==> src/rtl/bg_pkg.sv <==
// Shared definitions for the background/obstacle layer: gameState encodings,
// scroll scheduler states, ground width default and LFSR constants.
package bg_pkg;

   localparam logic [1:0] GS_START   = 2'd0;
   localparam logic [1:0] GS_RUNNING = 2'd1;
   localparam logic [1:0] GS_OVER    = 2'd2;

   typedef enum logic [1:0] {
      SS_IDLE = 2'd0,
      SS_RUN  = 2'd1,
      SS_STOP = 2'd2
   } sched_state_e;

   localparam int unsigned GROUND_W_DEFAULT = 1200;

   localparam logic [15:0] LFSR_SEED = 16'hACE1;
   localparam logic [15:0] LFSR_TAPS = 16'hB400;

   // Reserved encoding 3 behaves like OVER.
   function automatic sched_state_e decode_state(input logic [1:0] gs);
      case (gs)
         GS_START:   return SS_IDLE;
         GS_RUNNING: return SS_RUN;
         default:    return SS_STOP;
      endcase
   endfunction

endpackage

==> src/rtl/scroll_scheduler_lfsr16.sv <==
// 16-bit Galois LFSR, one step per frame; feeds spawn seeds and spawn gaps.
module lfsr16
   import bg_pkg::*;
(
   input  logic        FrameClk,
   input  logic        rst_n,
   output logic [15:0] out
);

   always_ff @(posedge FrameClk or negedge rst_n) begin
      if (!rst_n)
         out <= LFSR_SEED;
      else
         out <= out[0] ? ((out >> 1) ^ LFSR_TAPS) : (out >> 1);
   end

endmodule

==> src/rtl/scroll_scheduler.sv <==
// Per-frame scroll controller: ground offset, dx ramp, distance and spawn handshake.
// Optional build macro SCROLL_PAUSE_EN adds a `pause` input that freezes RUN progress.
module scroll_scheduler
   import bg_pkg::*;
#(
   parameter int unsigned GROUND_W    = GROUND_W_DEFAULT,
   parameter int unsigned DX_INIT     = 6,
   parameter int unsigned DX_MAX      = 16,
   parameter int unsigned RAMP_FRAMES = 300,
   parameter int unsigned SPAWN_MIN   = 40,
   parameter int unsigned SPAWN_SPAN  = 64
) (
   input  logic        FrameClk,
   input  logic        rst_n,
   input  logic [1:0]  gameState,
   input  logic        spawnAck,
`ifdef SCROLL_PAUSE_EN
   input  logic        pause,
`endif
   output logic [31:0] groundX,
   output logic [7:0]  dx,
   output logic [31:0] distance,
   output logic        spawnReq,
   output logic [7:0]  spawnSeed
);

   localparam logic [32:0] GW        = 33'(GROUND_W);
   localparam logic [7:0]  DXI       = 8'(DX_INIT);
   localparam logic [7:0]  DXM       = 8'(DX_MAX);
   localparam logic [31:0] RAMP_LAST = 32'(RAMP_FRAMES - 1);
   localparam logic [15:0] SMIN      = 16'(SPAWN_MIN);
   localparam logic [15:0] SMASK     = 16'(SPAWN_SPAN - 1);

   sched_state_e state, next_state;
   logic [31:0]  ramp_cnt;
   logic [15:0]  spawn_cnt;
   logic [15:0]  lfsr;
   logic         hold;
   logic [32:0]  g_sum, g_diff, d_sum;
   logic [31:0]  g_next, d_next;
   logic [7:0]   dx_next;

   lfsr16 u_lfsr (
      .FrameClk (FrameClk),
      .rst_n    (rst_n),
      .out      (lfsr)
   );

`ifdef SCROLL_PAUSE_EN
   assign hold = pause;
`else
   assign hold = 1'b0;
`endif

   assign next_state = decode_state(gameState);

   always_comb begin
      g_sum   = {1'b0, groundX} + {25'd0, dx};
      g_diff  = g_sum - GW;
      g_next  = (g_sum >= GW) ? g_diff[31:0] : g_sum[31:0];
      d_sum   = {1'b0, distance} + {25'd0, dx};
      d_next  = d_sum[32] ? '1 : d_sum[31:0];
      dx_next = (dx >= DXM) ? DXM : dx + 8'd1;
   end

   always_ff @(posedge FrameClk or negedge rst_n) begin
      if (!rst_n) begin
         state     <= SS_IDLE;
         groundX   <= '0;
         dx        <= DXI;
         distance  <= '0;
         spawnReq  <= 1'b0;
         spawnSeed <= '0;
         ramp_cnt  <= '0;
         spawn_cnt <= SMIN;
      end else begin
         state <= next_state;
         case (next_state)
            SS_RUN: begin
               if (state != SS_RUN) begin
                  groundX   <= '0;
                  dx        <= DXI;
                  distance  <= '0;
                  ramp_cnt  <= '0;
                  spawn_cnt <= SMIN;
                  spawnReq  <= 1'b0;
               end else begin
                  if (!hold) begin
                     groundX  <= g_next;
                     distance <= d_next;
                     if (ramp_cnt == RAMP_LAST) begin
                        ramp_cnt <= '0;
                        dx       <= dx_next;
                     end else begin
                        ramp_cnt <= ramp_cnt + 32'd1;
                     end
                  end
                  // Ack is honoured even while paused; the countdown only runs unpaused.
                  if (spawnReq) begin
                     if (spawnAck) begin
                        spawnReq  <= 1'b0;
                        spawn_cnt <= SMIN + (lfsr & SMASK);
                     end
                  end else if (!hold) begin
                     if (spawn_cnt == '0) begin
                        spawnReq  <= 1'b1;
                        spawnSeed <= lfsr[7:0];
                     end else begin
                        spawn_cnt <= spawn_cnt - 16'd1;
                     end
                  end
               end
            end
            SS_STOP: begin
               spawnReq <= 1'b0;
            end
            default: begin
               dx       <= DXI;
               spawnReq <= 1'b0;
            end
         endcase
      end
   end

endmodule
==> config.mk <==
export PLATFORM = sky130hd
export DESIGN_NAME = scroll_scheduler
export DESIGN_NICKNAME = d
export VERILOG_FILES = /design/src/rtl/bg_pkg.sv /design/src/rtl/scroll_scheduler_lfsr16.sv /design/src/rtl/scroll_scheduler.sv
export SDC_FILE = /design/constraint.sdc
export NUM_CORES = 1
export LEC_CHECK = 0
export CELL_PAD_IN_SITES_DETAIL_PLACEMENT = 0
export CELL_PAD_IN_SITES_GLOBAL_PLACEMENT = 2
export CORE_MARGIN = 2
export CORE_UTILIZATION = 36
export CTS_CLUSTER_DIAMETER = 30
export DETAILED_ROUTE_END_ITERATION = 6
export PLACE_DENSITY_LB_ADDON = 0.1
export SLEW_MARGIN = 20
export SYNTH_ARGS = -nofsm -noshare
export SYNTH_HDL_FRONTEND = slang
export SYNTH_HIERARCHICAL = 1
export SYNTH_SLANG_ARGS = --single-unit
==> constraint.sdc <==
create_clock -name FrameClk -period 5.04 [get_ports FrameClk]
set_clock_uncertainty 0.2 [all_clocks]
set_input_delay 0.504 -clock FrameClk [delete_from_list [all_inputs] [get_ports FrameClk]]
set_output_delay 0.504 -clock FrameClk [all_outputs]
set_load 0.05 [all_outputs]
* Word-level counts from Yosys, hierarchy flattened
Index checks and enable logic that the tools add are counted.
** Word-level totals
- Bits in registers :: 147
- Bits of input ports :: 5
- Logic and storage cells :: 56
- Output and inout bits :: 81
** Operators by class
- Equal/unequal tests :: 8
- Bitwise logic cells :: 4
- Add/subtract/negate cells :: 7
- Order comparisons :: 2
- Multiplexer cells :: 21
- Reductions and logical operators :: 5
** Operator list (number)
- two-way mux 32 bit :: 6
- two-way mux 16 bit :: 5
- adder 32 x 8 -> 33 bit :: 2
- greater-or-equal comparator 33 x 11 -> 1 bit, second input constant :: 1
- adder 32 x 1 -> 32 bit, second input constant :: 1
- == test 32 x 9 -> 1 bit, second input constant :: 1
- subtractor 32 x 11 -> 32 bit, second input constant :: 1
- two-way mux 8 bit :: 3
- logical NOT 16 bit :: 1
- case mux 8 bit (2 select lines) :: 1
- subtractor 16 x 1 -> 16 bit, second input constant :: 1
- adder 8 x 1 -> 8 bit, second input constant :: 1
- greater-or-equal comparator 8 x 5 -> 1 bit, second input constant :: 1
- adder 6 x 6 -> 7 bit, first input constant :: 1
- != test 3 bit, second input constant :: 2
- two-way mux 1 bit :: 5
- == test 2 x 1 -> 1 bit, second input constant :: 2
- NOT 3 -> 4 bit :: 1
- case mux 2 bit (2 select lines) :: 1
- AND reduction 4 bit :: 1
- != test 3 x 2 -> 1 bit, second input constant :: 1
- NOT 1 bit :: 3
- AND reduction 3 bit :: 1
- == test 2 bit, second input constant :: 1
- 3 further kinds :: 3

* Longest topological paths before layout
- Word-level depth :: 5
- Mapped depth :: 15
- Mapped depth without buffers :: 14

* Modules after synthesis
Netlist, hierarchy kept.
** Modules (own cells, without submodules)
- scroll_scheduler :: area each 8368.0 um2, sequential area each 3283.1 um2, cells each 969, times used 1
- lfsr16 :: area each 436.7 um2, sequential area each 410.4 um2, cells each 19, times used 1

* Worst setup path before layout
No wires, ideal clock.
- Kind :: register -> register
- From :: register dx[0]
- To :: register groundX[30]
- Data arrival time :: 4.342 ns
- Stages on the path, launching flop included :: 16
- Setup time :: 0.070 ns
- Slack :: 0.428 ns
- Path buffers :: 2
- Period minus slack after synthesis :: 4.612 ns
- Required time :: 4.770 ns
- Cell sequence :: dfrtp_1 > ha_1 > fa_1 > a211oi_2 > o21ai_2 > o211ai_1 > xnor2_1 > nor4bb_1 > nand4_1 > or4_1 > buf_2 > buf_6 > nand3b_1 > xnor2_1 > or3_1 > nand3_1
** On the way
- Word-level cells in the longest chain between the ends :: 4
- Elaborated cells between the ends (all ways) :: 5
- Classes of those cells :: add/sub: 2; order compare: 1; mux: 2
** Ends and longest elaborated chain
- from (decl) :: line scroll_scheduler.sv:21 : output logic [7:0] dx,
- from (signal assigned) :: line scroll_scheduler.sv:93 : dx <= dx_next;
- adder 32 x 8 -> 33 bit * :: line scroll_scheduler.sv:58 : g_sum = {1'b0, groundX} + {25'd0, dx};
- subtractor 32 x 11 -> 32 bit or greater-or-equal comparator 33 x 11 -> 1 bit (tied branches) :: line scroll_scheduler.sv:59, scroll_scheduler.sv:60
- two-way mux 32 bit * :: line scroll_scheduler.sv:60 : g_next = (g_sum >= GW) ? g_diff[31:0] : g_sum[31:0];
- two-way mux 32 bit * :: line scroll_scheduler.sv:80 : if (state != SS_RUN) begin
- to (signal assigned) :: line scroll_scheduler.sv:89 : groundX <= g_next;
- to (decl) :: line scroll_scheduler.sv:20 : output logic [31:0] groundX,
Mark *: on every way between the ends. The rest lies on a longest branch, timed or not.
A chain may end at the register's enable or synchronous reset.

* Final worst setup path
- From :: register dx[0]
- To :: register groundX[23]
The elaborated chain is that of the path after synthesis.

==> impl_metrics.json <==
{
  "status": "finished clean",
  "htreeDepth": 4,
  "post_cts_resized": 0,
  "io_buffers": 85,
  "netlist.area_leader.share": 0.384,
  "syn_area_um2": 8800,
  "setup_violations": 0,
  "clk_pin_slew_ns": 0.07,
  "p_leak_nw": 4.43,
  "fin_crit_sh": 0.934,
  "finalNetCount": 1101,
  "first_global_vias": 7507,
  "cts_sinks": 147,
  "ys_seq_area_frac": 0.419,
  "path_cells": "ha_1, fa_1, a211oi_2, o21ai_2, o211ai_1, xnor2_1, nor4bb_1, nand4_1, or4_1, buf_4, or2_1, nand4b_2, xnor2_1, o31ai_1",
  "cts_made_buffers": 17,
  "peakVddDrop_mv": 0.475,
  "root_buffer": "clkbuf_16",
  "die_w_um": 160,
  "relSlewSlack": 0.484,
  "yosys_warnings": 6,
  "async_reset_ff_frac": 1.00,
  "vias": 7608,
  "cts_tree": "yes",
  "synth-edff-count": 0,
  "grt_start_max_net_pins": 68,
  "synth_area_leaders": "dfrtp_1 38%, xnor2_1 4.7%, nor2_1 4.5%",
  "stdcell_count": 1409,
  "synth_ff_type": "dfrtp_1",
  "grt_pass1_wl_um": 42700,
  "avgSynthCellArea_um2": 8.91,
  "drive_gt1_frac": 0.0959,
  "maxCapViolations": 0,
  "insertion_delay_ns": 0.42,
  "tightest_slew_ns": 0.766,
  "synth_seq_cells": 147,
  "antenna_found_initial": 0,
  "cp_slowest_stage_delay_ns": 0.57,
  "internal_power_w": 0.00293,
  "switchingPower_w": 0.00229,
  "gp_congestion": 0.848,
  "fmax_ghz": 0.212,
  "io-pin-count": 86,
  "place_hpwl_um": 18600,
  "placed_cells": 1376,
  "power_density_nw_per_um2": 491,
  "yosysTopAreaCell": "dfrtp_1",
  "period_minus_slack_ns": 4.71,
  "grt_usage": 0.210,
  "worstSetupStartpointType": "flop",
  "hp-class": "reg -> reg",
  "place_ws_ns": 0.395,
  "initial_utilization": 0.364,
  "core_um2": 24200,
  "row_count": 57,
  "wl_um": 26200,
  "rsz0062_at_grt": "no",
  "whs_ns": 0.155,
  "die-area_um2": 25700,
  "first_pass_iters": 4,
  "post-route-drc-count": 0,
  "syn-num-nets": 1017,
  "crit_path_frequent_cell": "xnor2_1",
  "drt_iter0_drc": 503,
  "ctsLongestPathBuffers": 2,
  "required_ns": 5.17,
  "fin_ws_ns": 0.333,
  "power.total_w": 0.00522,
  "clockPowerShare": 0.236,
  "area_growth_pct": 20.7,
  "p_seq_frac": 0.271,
  "cpMaxStageDelayCell": "or4_1",
  "ant_nets": 0,
  "path_max_fanout": 9,
  "arrival_ns": 4.83,
  "pwr-share-comb": 0.493,
  "cp-end-kind": "flop",
  "synthDistinctLibCells": 77,
  "slew_violations": 0,
  "die_h_um": 160,
  "synthCells": 988,
  "wl_per_cell_um": 18.6,
  "grt_overflow": 0,
  "hold_violations": 0,
  "swShare": 0.439,
  "num_antenna_cells": 0,
  "fin_tns_setup_ns": 0,
  "timing_worst_setup_path_type": "reg -> reg",
  "viasPerCell": 5.40
}
==> cell families (layout without fill, tap and decap cells) <==
group                      after synthesis  count (layout)  share of synthesized area
AOI/OAI and AO/OA                      252             252                      0.189
muxes                                   12              12                     0.0148
and+or+nand+nor                        391             391                      0.218
DFF                                    147             147                      0.419
xor gates and xnor gates                88              88                     0.0875
adders and majority gates               24              24                     0.0358
buffers and inverters                   74             171                     0.0347
==> Yosys cell counts, drive strengths merged, types with 16 or more instances <==
library cell	count
nor3	27
nor2	106
inv	28
nand2	95
dfrtp	135
xor2	41
nand4	17
and3	17
a31oi	17
clkbuf	37
xnor2	47
ha	22
a21oi	52
nand3	42
and2	16
o21ai	85
==> layout make-up <==
cell class | count | area (um^2)
fill | 2406 | 13600
multi-input combinational | 767 | 4810
sequential | 147 | 3690
timing repair buffer | 111 | 1050
clock buffer | 17 | 425
tap | 324 | 405
clock inverter | 15 | 136
inverter | 28 | 105
==> placed cells by master, fill, tap and decap left out, types with 7 or more instances in the layout <==
cell             synthesis  final
dfrtp_1                135    135
nor2_1                 105    105
nand2_1                 95     95
clkdlybuf4s50_1          0     84
o21ai_0                 75     75
a21oi_1                 50     50
xnor2_1                 47     47
nand3_1                 42     42
xor2_1                  41     41
inv_1                   28     28
nor3_1                  27     27
buf_4                    2     25
ha_1                    22     22
and3_1                  17     17
nand4_1                 17     17
a31oi_1                 17     17
clkbuf_16                0     17
and2_1                  15     15
or3_1                   14     14
nor4_1                  13     13
o31ai_1                 13     13
dfstp_2                 12     12
o211ai_1                11     11
a22o_1                  11     11
mux2_2                   8      8
nand2b_1                 8      7
and4_1                   7      7
o21ai_1                  7      7
o21a_1                   7      7
==> flip-flops by register name (all words and copies together) (netlist names) <==
signal	flops
distance	32
ramp_cnt	32
spawnReq	1
dx	8
u_lfsr/out	16
groundX	32
state	2
spawnSeed	8
spawn_cnt	16
==> layer usage <==
metal  up-vias  part of all wire  track usage
met5         -                 0            0
met4         0             0.019       0.0614
met3        31             0.036       0.0382
met2       141              0.44        0.323
met1      3718              0.50        0.302
li1       3718                 -            -
==> worst paths after layout <==
path / start / end / slack [ns] / cells after the start
worst max-delay path: dx[0]$_DFFE_PN0P_ / groundX[23]$_DFFE_PN0P_ / 0.33 / 14
worst min-delay path: u_lfsr/out[12]$_DFF_PN0_ / u_lfsr/out[11]$_DFF_PN1_ / 0.15 / 0
worst max register to register: dx[0]$_DFFE_PN0P_ / groundX[23]$_DFFE_PN0P_ / 0.33 / 14
worst min register to register: u_lfsr/out[12]$_DFF_PN0_ / u_lfsr/out[11]$_DFF_PN1_ / 0.15 / 0
max in group asynchronous: rst_n / ramp_cnt[26]$_DFFE_PN0P_ / 3.13 / 3
min in group asynchronous: rst_n / groundX[25]$_DFFE_PN0P_ / 0.47 / 2
==> timing repair <==
action | CTS | global route
endpoints found under the hold margin | 64 | 0
hold buffers | 1 | 0
setup buffers | 0 | 0
==> worst max-delay path, delay by kind of cell (launching register included) <==
kind / cells / cell delay (ns)
xor gates and xnor gates: 2 / 0.25
DFF: 1 / 0.50
adders and majority gates: 2 / 0.74
and+or+nand+nor: 5 / 1.82
AOI/OAI and AO/OA: 4 / 0.88
buffers and inverters: 1 / 0.20
==> metrics by stage <==
step | instance area, um^2 | utilization
floorplan | 8800 | -
global placement | 10100 | 0.416
detailed placement | 10100 | 0.416
CTS | 10600 | 0.440
global route | 10600 | 0.440
finish | 10600 | 0.440
==> power groups by stage <==
stage                     sequential [W]  clock [W]  combinational [W]
after detailed placement         0.00144          0            0.00255
final                            0.00142    0.00123            0.00257
after floorplan                  0.00163          0            0.00177
after CTS                        0.00141    0.00127            0.00256
after global routing             0.00143    0.00132            0.00278
after global placement           0.00144          0            0.00256
No activity file was read; power rests on OpenSTA's default activity.
